## src/rtl/spi_regbank_pkg.sv

```systemverilog
// Shared types and helpers for the SPI register bank.
//   state_t     : frame FSM encoding
//   RW_WRITE/RW_READ : values of the leading rw bit of a frame
//   frame_len() : bits per frame (rw + address + data)
//   cnt_width() : bit-counter width able to hold 0..frame_len
package spi_regbank_pkg;

  typedef enum logic [1:0] {
    ST_IDLE = 2'd0,
    ST_CMD  = 2'd1,
    ST_DATA = 2'd2,
    ST_DONE = 2'd3
  } state_t;

  localparam logic RW_WRITE = 1'b1;
  localparam logic RW_READ  = 1'b0;

  function automatic int frame_len(input int addr_w, input int data_w);
    return 1 + addr_w + data_w;
  endfunction

  function automatic int cnt_width(input int flen);
    return $clog2(flen + 1);
  endfunction

endpackage

```

## src/rtl/spi_regbank_rw_sync_edge.sv

```systemverilog
// Input synchroniser with edge detection for one asynchronous pin.
//   i_clk, i_rst_n : system clock, async active-low reset
//   i_async        : raw pin
//   o_level        : synchronised level
//   o_rise/o_fall  : one-clk pulses on synchronised level transitions
// RST_VAL sets the idle level the chain (and history flop) resets to, so
// leaving reset never produces a spurious edge.
module spi_sync_edge #(
  parameter int   SYNC_STAGES = 2,
  parameter logic RST_VAL     = 1'b0
) (
  input  logic i_clk,
  input  logic i_rst_n,
  input  logic i_async,
  output logic o_level,
  output logic o_rise,
  output logic o_fall
);

  logic [SYNC_STAGES-1:0] r_sync;
  logic                   r_hist;

  always_ff @(posedge i_clk or negedge i_rst_n) begin
    if (!i_rst_n) begin
      r_sync <= {SYNC_STAGES{RST_VAL}};
      r_hist <= RST_VAL;
    end else begin
      r_sync <= {r_sync[SYNC_STAGES-2:0], i_async};
      r_hist <= r_sync[SYNC_STAGES-1];
    end
  end

  assign o_level = r_sync[SYNC_STAGES-1];
  assign o_rise  = r_sync[SYNC_STAGES-1] & ~r_hist;
  assign o_fall  = ~r_sync[SYNC_STAGES-1] & r_hist;

endmodule

```

## src/rtl/spi_regbank_rw.sv

```systemverilog
// SPI mode-0 peripheral with a writable/readable register bank.
// Frame (MSB first): rw | address[ADDR_W] | data[DATA_W].
//   clk, rst          : system clock, async active-low reset
//   sclk, cs, copi    : async SPI pins (synchronised internally)
//   cipo, cipo_oe     : read data and pad enable (driven only in read DATA)
//   regs_out          : flat bank, reg k at [k*DATA_W +: DATA_W]
//   wr_strobe/wr_addr : commit pulse and address of last committed write
//   frame_err         : pulse when cs rises mid-frame
//
// state   | meaning
// IDLE    | waiting for cs fall
// CMD     | shifting in rw bit and address
// DATA    | shifting data in (write) or out on cipo (read)
// DONE    | frame complete, ignoring sclk until cs rises
module spi_regbank_rw
  import spi_regbank_pkg::*;
#(
  parameter int ADDR_W      = 7,
  parameter int DATA_W      = 8,
  parameter int NUM_REGS    = 5,
  parameter int SYNC_STAGES = 2
) (
  input  logic                       clk,
  input  logic                       rst,
  input  logic                       sclk,
  input  logic                       cs,
  input  logic                       copi,
  output logic                       cipo,
  output logic                       cipo_oe,
  output logic [NUM_REGS*DATA_W-1:0] regs_out,
  output logic                       wr_strobe,
  output logic [ADDR_W-1:0]          wr_addr,
  output logic                       frame_err
);

  localparam int FLEN  = frame_len(ADDR_W, DATA_W);
  localparam int CNT_W = cnt_width(FLEN);
  localparam logic [CNT_W-1:0]  CNT_LAST_ADDR = CNT_W'(ADDR_W);
  localparam logic [CNT_W-1:0]  CNT_LAST      = CNT_W'(FLEN - 1);
  localparam logic [CNT_W-1:0]  CNT_SAT       = CNT_W'(FLEN);
  localparam logic [CNT_W-1:0]  CNT_ONE       = CNT_W'(1);
  localparam logic [ADDR_W:0]   NUM_REGS_L    = (ADDR_W+1)'(NUM_REGS);

  logic w_sclk_lvl, w_sclk_rise, w_sclk_fall;
  logic w_cs_lvl, w_cs_rise, w_cs_fall;
  logic w_copi_lvl, w_copi_rise, w_copi_fall;
  logic w_unused;

  spi_sync_edge #(.SYNC_STAGES(SYNC_STAGES), .RST_VAL(1'b0)) u_sync_sclk (
    .i_clk(clk), .i_rst_n(rst), .i_async(sclk),
    .o_level(w_sclk_lvl), .o_rise(w_sclk_rise), .o_fall(w_sclk_fall));

  spi_sync_edge #(.SYNC_STAGES(SYNC_STAGES), .RST_VAL(1'b1)) u_sync_cs (
    .i_clk(clk), .i_rst_n(rst), .i_async(cs),
    .o_level(w_cs_lvl), .o_rise(w_cs_rise), .o_fall(w_cs_fall));

  spi_sync_edge #(.SYNC_STAGES(SYNC_STAGES), .RST_VAL(1'b0)) u_sync_copi (
    .i_clk(clk), .i_rst_n(rst), .i_async(copi),
    .o_level(w_copi_lvl), .o_rise(w_copi_rise), .o_fall(w_copi_fall));

  // Only edges of sclk and only the level of copi matter.
  assign w_unused = ^{w_sclk_lvl, w_copi_rise, w_copi_fall};

  state_t                 r_state, w_state_nxt;
  logic                   w_clear, w_abort, w_final;
  logic [CNT_W-1:0]       r_cnt;
  logic                   r_rw;
  logic [ADDR_W-1:0]      r_addr;
  logic [DATA_W-1:0]      r_wdata;
  logic [DATA_W-1:0]      r_sr;
  logic                   r_first;
  logic                   r_pend;
  logic [NUM_REGS*DATA_W-1:0] r_bank;
  logic                   r_wr_strobe;
  logic [ADDR_W-1:0]      r_wr_addr;
  logic                   r_frame_err;
  logic [DATA_W-1:0]      w_rd_snap;
  logic                   w_addr_ok;

  always_comb begin
    w_state_nxt = r_state;
    w_clear     = 1'b0;
    w_abort     = 1'b0;
    w_final     = 1'b0;
    if (w_cs_fall) begin
      // Also covers a restart seen outside IDLE.
      w_state_nxt = ST_CMD;
      w_clear     = 1'b1;
    end else begin
      case (r_state)
        ST_IDLE: w_state_nxt = ST_IDLE;
        ST_CMD: begin
          if (w_cs_rise) begin
            w_state_nxt = ST_IDLE;
            w_abort     = 1'b1;
          end else if (w_sclk_rise && (r_cnt == CNT_LAST_ADDR)) begin
            w_state_nxt = ST_DATA;
          end
        end
        ST_DATA: begin
          // Final edge wins over a coincident cs rise: the frame completes.
          if (w_sclk_rise && (r_cnt == CNT_LAST)) begin
            w_state_nxt = ST_DONE;
            w_final     = 1'b1;
          end else if (w_cs_rise) begin
            w_state_nxt = ST_IDLE;
            w_abort     = 1'b1;
          end
        end
        ST_DONE: if (w_cs_lvl) w_state_nxt = ST_IDLE;
        default: w_state_nxt = ST_IDLE;
      endcase
    end
  end

  always_ff @(posedge clk or negedge rst) begin
    if (!rst) r_state <= ST_IDLE;
    else      r_state <= w_state_nxt;
  end

  assign w_addr_ok = ({1'b0, r_addr} < NUM_REGS_L);

  // Unimplemented addresses fall through to zero.
  always_comb begin
    w_rd_snap = '0;
    for (int k = 0; k < NUM_REGS; k++)
      if (r_addr == ADDR_W'(k)) w_rd_snap = r_bank[k*DATA_W +: DATA_W];
  end

  always_ff @(posedge clk or negedge rst) begin
    if (!rst) begin
      r_cnt       <= '0;
      r_rw        <= 1'b0;
      r_addr      <= '0;
      r_wdata     <= '0;
      r_sr        <= '0;
      r_first     <= 1'b0;
      r_pend      <= 1'b0;
      r_bank      <= '0;
      r_wr_strobe <= 1'b0;
      r_wr_addr   <= '0;
      r_frame_err <= 1'b0;
    end else begin
      r_frame_err <= w_abort;
      r_pend      <= w_final && (r_rw == RW_WRITE);
      r_wr_strobe <= 1'b0;
      // Commit lands one clk after the last data bit was shifted in.
      if (r_pend && w_addr_ok) begin
        for (int k = 0; k < NUM_REGS; k++)
          if (r_addr == ADDR_W'(k)) r_bank[k*DATA_W +: DATA_W] <= r_wdata;
        r_wr_strobe <= 1'b1;
        r_wr_addr   <= r_addr;
      end
      if (w_clear) begin
        r_cnt   <= '0;
        r_rw    <= 1'b0;
        r_addr  <= '0;
        r_wdata <= '0;
        r_sr    <= '0;
        r_first <= 1'b1;
      end else begin
        if (w_sclk_rise && ((r_state == ST_CMD) || (r_state == ST_DATA)) &&
            (r_cnt != CNT_SAT))
          r_cnt <= r_cnt + CNT_ONE;
        if ((r_state == ST_CMD) && w_sclk_rise) begin
          if (r_cnt == '0) r_rw <= w_copi_lvl;
          else             r_addr <= {r_addr[ADDR_W-2:0], w_copi_lvl};
        end
        if ((r_state == ST_DATA) && w_sclk_rise && (r_rw == RW_WRITE))
          r_wdata <= {r_wdata[DATA_W-2:0], w_copi_lvl};
        if ((r_state == ST_DATA) && w_sclk_fall) begin
          if (r_first) begin
            r_sr    <= w_rd_snap;
            r_first <= 1'b0;
          end else begin
            r_sr <= {r_sr[DATA_W-2:0], 1'b0};
          end
        end
      end
    end
  end

  assign cipo_oe   = (r_state == ST_DATA) && (r_rw == RW_READ);
  assign cipo      = cipo_oe & r_sr[DATA_W-1];
  assign regs_out  = r_bank;
  assign wr_strobe = r_wr_strobe;
  assign wr_addr   = r_wr_addr;
  assign frame_err = r_frame_err;

endmodule

```

## config.mk

```make
export PLATFORM = sky130hd
export DESIGN_NAME = spi_regbank_rw
export DESIGN_NICKNAME = d
export VERILOG_FILES = /design/src/rtl/spi_regbank_pkg.sv /design/src/rtl/spi_regbank_rw_sync_edge.sv /design/src/rtl/spi_regbank_rw.sv
export SDC_FILE = /design/constraint.sdc
export NUM_CORES = 1
export LEC_CHECK = 0
export CORE_AREA = 2 2 105 107
export CTS_CLUSTER_SIZE = 40
export DETAILED_ROUTE_END_ITERATION = 10
export DIE_AREA = 0 0 107 109
export PLACE_DENSITY_LB_ADDON = 0.1
export SYNTH_ARGS = -nofsm -noshare
export SYNTH_HDL_FRONTEND = slang
export SYNTH_HIERARCHICAL = 1
export SYNTH_SLANG_ARGS = --single-unit
```

## constraint.sdc

```tcl
create_clock -name clk -period 2.5 [get_ports clk]
set_input_delay 0.625 -clock clk [delete_from_list [all_inputs] [get_ports clk]]
set_output_delay 0.625 -clock clk [all_outputs]
set_load 0.005 [all_outputs]
```

* After elaboration in Yosys (flattened, before gate mapping)
Index checks and enable logic that the tools add are counted.
** Storage, ports and cells
- Flip-flop bits (word level) :: 90
- Bits of input ports :: 5
- Output and inout bits :: 51
- Logic and storage cells :: 111
** Cells by class
- Add/subtract/negate cells :: 1
- Magnitude comparators :: 1
- Eq/ne operators :: 14
- Muxes and demuxes :: 36
- Bitwise logic cells :: 10
- Reduce and logical (&&, ||, !) cells :: 28
** Operators by type and width (count)
- 8-bit two-way mux :: 10
- 7-bit two-way mux :: 3
- 7-bit by 2-bit equality test with 1-bit output, second input constant :: 2
- 2-bit AND reduction :: 7
- 1-bit two-way mux :: 13
- 2-bit two-way mux :: 6
- 1-bit logical AND :: 11
- 5-bit two-way mux :: 2
- 2-bit nonzero test :: 5
- 4-bit by 2-bit != test with 1-bit output, second input constant :: 2
- 2-bit one-hot mux with 4 select lines :: 1
- 7-bit by 1-bit equality test with 1-bit output, second input constant :: 1
- 7-bit by 3-bit equality test with 1-bit output, second input constant :: 1
- 7-bit logical NOT :: 1
- 7-bit by 3-bit less-than comparator with 1-bit output, second input constant :: 1
- 5-bit by 1-bit adder with 5-bit output, second input constant :: 1
- 1-bit AND :: 5
- 5-bit by 3-bit equality test with 1-bit output, second input constant :: 1
- 5-bit by 4-bit equality test with 1-bit output, second input constant :: 1
- 5-bit logical NOT :: 1
- 5-bit != test, second input constant :: 1
- 1-bit NOT :: 5
- 2-bit equality test, second input constant :: 2
- 3-bit by 1-bit != test with 1-bit output, second input constant :: 1
- other kinds (6) :: 6

* Logic depth before layout (Yosys ltp)
- Depth in word-level cells :: 9
- Mapped depth :: 7
- Mapped depth without buffers :: 7

* By module
The synthesis kept the hierarchy.
** By module, submodules not included
- spi_regbank_rw :: instances 1, cells an instance 328, area an instance 3826.2 um^2, seq. area each 2052.0 um^2
- spi_sync_edge (u_sync_copi ...) :: instances 2, cells an instance 5, area an instance 90.1 um^2, seq. area each 75.1 um^2
- spi_sync_edge (u_sync_cs) :: instances 1, cells an instance 5, area an instance 93.8 um^2, seq. area each 78.8 um^2

* Least setup slack after synthesis
No wires, ideal clock.
- Path kind :: register -> register
- Start point :: register u_sync_cs.r_sync[1]
- End point :: register r_sr[1]
- Setup time :: 93 ps
- Arrival :: 1814 ps
- Data required time :: 2407 ps
- Slack :: 593 ps
- Cell stages (with the launch flop) :: 7
- Buffers on the path :: 1
- Period minus slack after synthesis :: 1907 ps
- Cell sequence :: dfstp_2 and2b_2 clkbuf_1 nor2b_1 nand4_1 or4_1 o221ai_1
** Between the ends
- Cells in the longest elaborated chain, start to end :: 4
- Elaborated cells on any way between the ends :: 5
- Classes of those cells :: 2 x mux; 2 x bitwise; 1 x reduce/logical
** RTL lines
- from (decl) :: line spi_regbank_rw_sync_edge.sv:20 : logic [SYNC_STAGES-1:0] r_sync;
- from (signal assigned) :: line spi_regbank_rw_sync_edge.sv:25 : r_sync <= {SYNC_STAGES{RST_VAL}};
- from (signal assigned) :: line spi_regbank_rw_sync_edge.sv:28 : r_sync <= {r_sync[SYNC_STAGES-2:0], i_async};
- 1-bit NOT (*) :: line spi_regbank_rw_sync_edge.sv:35 : assign o_fall = ~r_sync[SYNC_STAGES-1] & r_hist;
- 1-bit AND (*) :: line spi_regbank_rw_sync_edge.sv:35
- 1-bit two-way mux (*) :: line spi_regbank_rw.sv:85 : if (w_cs_fall) begin
- net w_clear :: line spi_regbank_rw.sv:65 : logic w_clear, w_abort, w_final;
- 8-bit two-way mux or 2-bit nonzero test (tied branches)
- to (signal assigned) :: line spi_regbank_rw.sv:173 : r_sr <= w_rd_snap;
- to (signal assigned) :: line spi_regbank_rw.sv:176 : r_sr <= {r_sr[DATA_W-2:0], 1'b0};
- to (decl) :: line spi_regbank_rw.sv:70 : logic [DATA_W-1:0] r_sr;
Mark *: on every way through the listed nets, which the timed path passes. The rest lies on a longest branch.
A chain may end at the register's enable or synchronous reset.

* Final worst setup path
- Start point :: register r_state[0]
- End point :: output port cipo
** Between the ends
- Cells in the longest elaborated chain, start to end :: 3
** RTL lines
- from (decl) :: line spi_regbank_rw.sv:64 : state_t r_state, w_state_nxt;
- from (signal assigned) :: line spi_regbank_rw.sv:118 : else r_state <= w_state_nxt;
- 2-bit equality test :: line spi_regbank_rw.sv:183 : assign cipo_oe = (r_state == ST_DATA) && (r_rw == RW_READ);
- 1-bit logical AND :: line spi_regbank_rw.sv:183
- 1-bit AND :: line spi_regbank_rw.sv:184 : assign cipo = cipo_oe & r_sr[DATA_W-1];
- to (decl) :: line spi_regbank_rw.sv:28 : output logic cipo,
Every way passes these cells.

==> reports/qor.yml <==
clock_network:
  max-clock-path-buffers: 2
  cts_tree: "built"
  cts_root_buf: "clkbuf_8"
  htree_levels: 3
  cts_sinks: 90
  cts_buffers: 9
  post-cts-setup-buffer-count: 0
  clk_pin_slew_ns: 0.09
  clk-insertion-delay-late_ns: 0.36
detailed_routing:
  antenna_left: 0
  route.detailed.drc: 0
  drtPass1Iterations: 4
  routed_wl_um: 9390
  vias: 2863
  wire_per_inst_um: 17.2
  via_per_inst: 5.25
  drt_iter0_drc: 129
setup_path:
  critPathTopFamily: "buffers and inverters"
  endpoint_kind: "output pin"
  path_cells: "inv_2 > ha_2 > nor2b_2 > and2_1 > clkdlybuf4s50_1"
  arrival_ns: 1.75
  critPathMaxStageDelay_ns: 0.49
  cp.required_ns: 1.88
  startpoint_type: "flop"
  cp.buffers_inverters: 2
  path_max_fanout: 3
  slowest_stage: "clkdlybuf4s50_1"
  criticalPathCategory: "reg2out"
power_and_ir_drop:
  p_per_area_nw_per_um2: 573
  ir_drop_mv: 0.287
  p_leak_nw: 2.22
run:
  cap_violations: 0
floorplanning:
  io_pins: 56
  row_count: 38
  die_h_um: 109
  die-width_um: 107
  start_util: 0.383
  design.core.area_um2: 10600
  dieArea_um2: 11700
placement:
  dp_hpwl_um: 6520
  pre_cts_slack_ns: 0.454
  globalplace.congestion: 0.850
  numPortBuffers: 55
  placed_area_um2: 4790
layout:
  num_antenna_cells: 0
  post-route-util: 0.472
  final_nets: 411
  drive_gt1_frac: 0.217
  fillers: 967
  multi_input_area_um2: 1700
  register_area_um2: 2260
  syn_to_final_growth_pct: 23.2
  stdcell_area_um2: 5000
global_routing:
  antenna_found_initial: 0
  grt_pass1_vias: 2959
  grt-ovfl-total: 0
  track_usage: 0.174
  grt_max_degree: 48
  grt_pass1_wl_um: 15500
worst_hold_path:
  hold_path.class: "in2async"
sta:
  tightest_slew_ns: 0.612
  max_freq_mhz: 420
  finalHoldViolCount: 0
  setup_slack_ns: 0.121
  maxSlewHeadroom: 0.592
  rsz0062_at_grt: "false"
  setup_viol: 0
  finalSetupTns_ns: 0
  skew_ns: 0.0117
  timing.final.crit_share: 0.952
  slew_viol_final: 0
  min_period_ns: 2.38
  whs_ns: 0.257
synthesis:
  yosysWarnings: 6
  syn-instance-count: 340
  syn_area_per_cell_um2: 11.9
  synth_nets: 351
  synth_area_um2: 4060
run_status:
  status: "finished, final reports clean"
-- cell usage in the layout (no fill, tap or decap), types with 2 or more instances in the layout --
| cell | n |
|---|---|
| a21oi_1 | 33 |
| a221o_1 | 5 |
| and2_1 | 6 |
| and2b_2 | 2 |
| and3_1 | 3 |
| buf_4 | 11 |
| clkbuf_8 | 10 |
| clkdlybuf4s50_1 | 54 |
| dfrtp_1 | 87 |
| dfstp_2 | 3 |
| ha_1 | 5 |
| inv_1 | 10 |
| inv_6 | 2 |
| mux2_2 | 36 |
| mux2_4 | 8 |
| mux2i_1 | 2 |
| mux4_2 | 5 |
| nand2_1 | 35 |
| nand2b_1 | 6 |
| nand3_1 | 7 |
| nand4b_1 | 4 |
| nor2_1 | 15 |
| nor2b_1 | 6 |
| nor3_1 | 2 |
| nor3b_1 | 5 |
| nor4b_1 | 2 |
| o21ai_0 | 10 |
| o22a_1 | 3 |
| o32ai_1 | 2 |
-- registers in the layout, summed over array words and instances (netlist names) --
register / flops
regs_out: 40
r_sr: 8
wr_addr: 7
u_sync_sclk/r_hist: 1
r_cnt: 5
wr_strobe: 1
u_sync_cs/r_sync: 2
r_rw: 1
frame_err: 1
r_wdata: 8
u_sync_sclk/r_sync: 2
r_state: 2
u_sync_copi/r_sync: 2
r_pend: 1
r_addr: 7
u_sync_cs/r_hist: 1
r_first: 1
-- path summary, 6_finish.rpt --
kind                                        from                    end  slack [ns]  cells past startpoint
min in group clk           u_sync_copi/r_sync[0]  u_sync_copi/r_sync[1]        0.36                      0
max                                   r_state[0]                   cipo        0.12                      5
max reg2reg                            r_addr[5]           regs_out[27]        0.46                      4
min                                          rst             wr_addr[6]        0.26                      1
max in group asynchronous                    rst       u_sync_cs/r_hist        1.54                      2
min reg2reg                u_sync_copi/r_sync[0]  u_sync_copi/r_sync[1]        0.36                      0
-- repair_timing --
| action | CTS | global route |
|---|---|---|
| endpoints found under the setup margin | 0 | 1 |
| hold buffers | 0 | 0 |
| resized for setup | 0 | 3 |
-- power breakdown --
part           switching [W]  internal (W)
Sequential         0.0000324       0.00149
Combinational       0.000176      0.000114
Clock               0.000548      0.000504
Total               0.000757       0.00211
-- routing by layer --
layer / GRT usage / wire length (µm) / vias to the layer above
met3: 0.0478 / 419 / 9
met1: 0.228 / 4240 / 1456
li1: - / - / 1325
met2: 0.293 / 4660 / 73
met4: 0.0315 / 72 / 0
met5: 0 / 0 / -
-- cell type report --
class | instances | share of cell area
timing repair buffer | 65 | 0.125
multi-input combinational | 223 | 0.339
clock buffer | 10 | 0.0275
inverter | 11 | 0.00825
tap | 140 | 0.0350
sequential | 90 | 0.451
clock inverter | 6 | 0.0145
-- through the flow --
stage	total power (W)	cells
floorplan	0.00172	340
global placement	0.00184	529
detailed placement	0.00184	529
CTS	0.00290	545
global route	0.00300	545
finish	0.00287	545
Power figures use the tool's default switching activity.
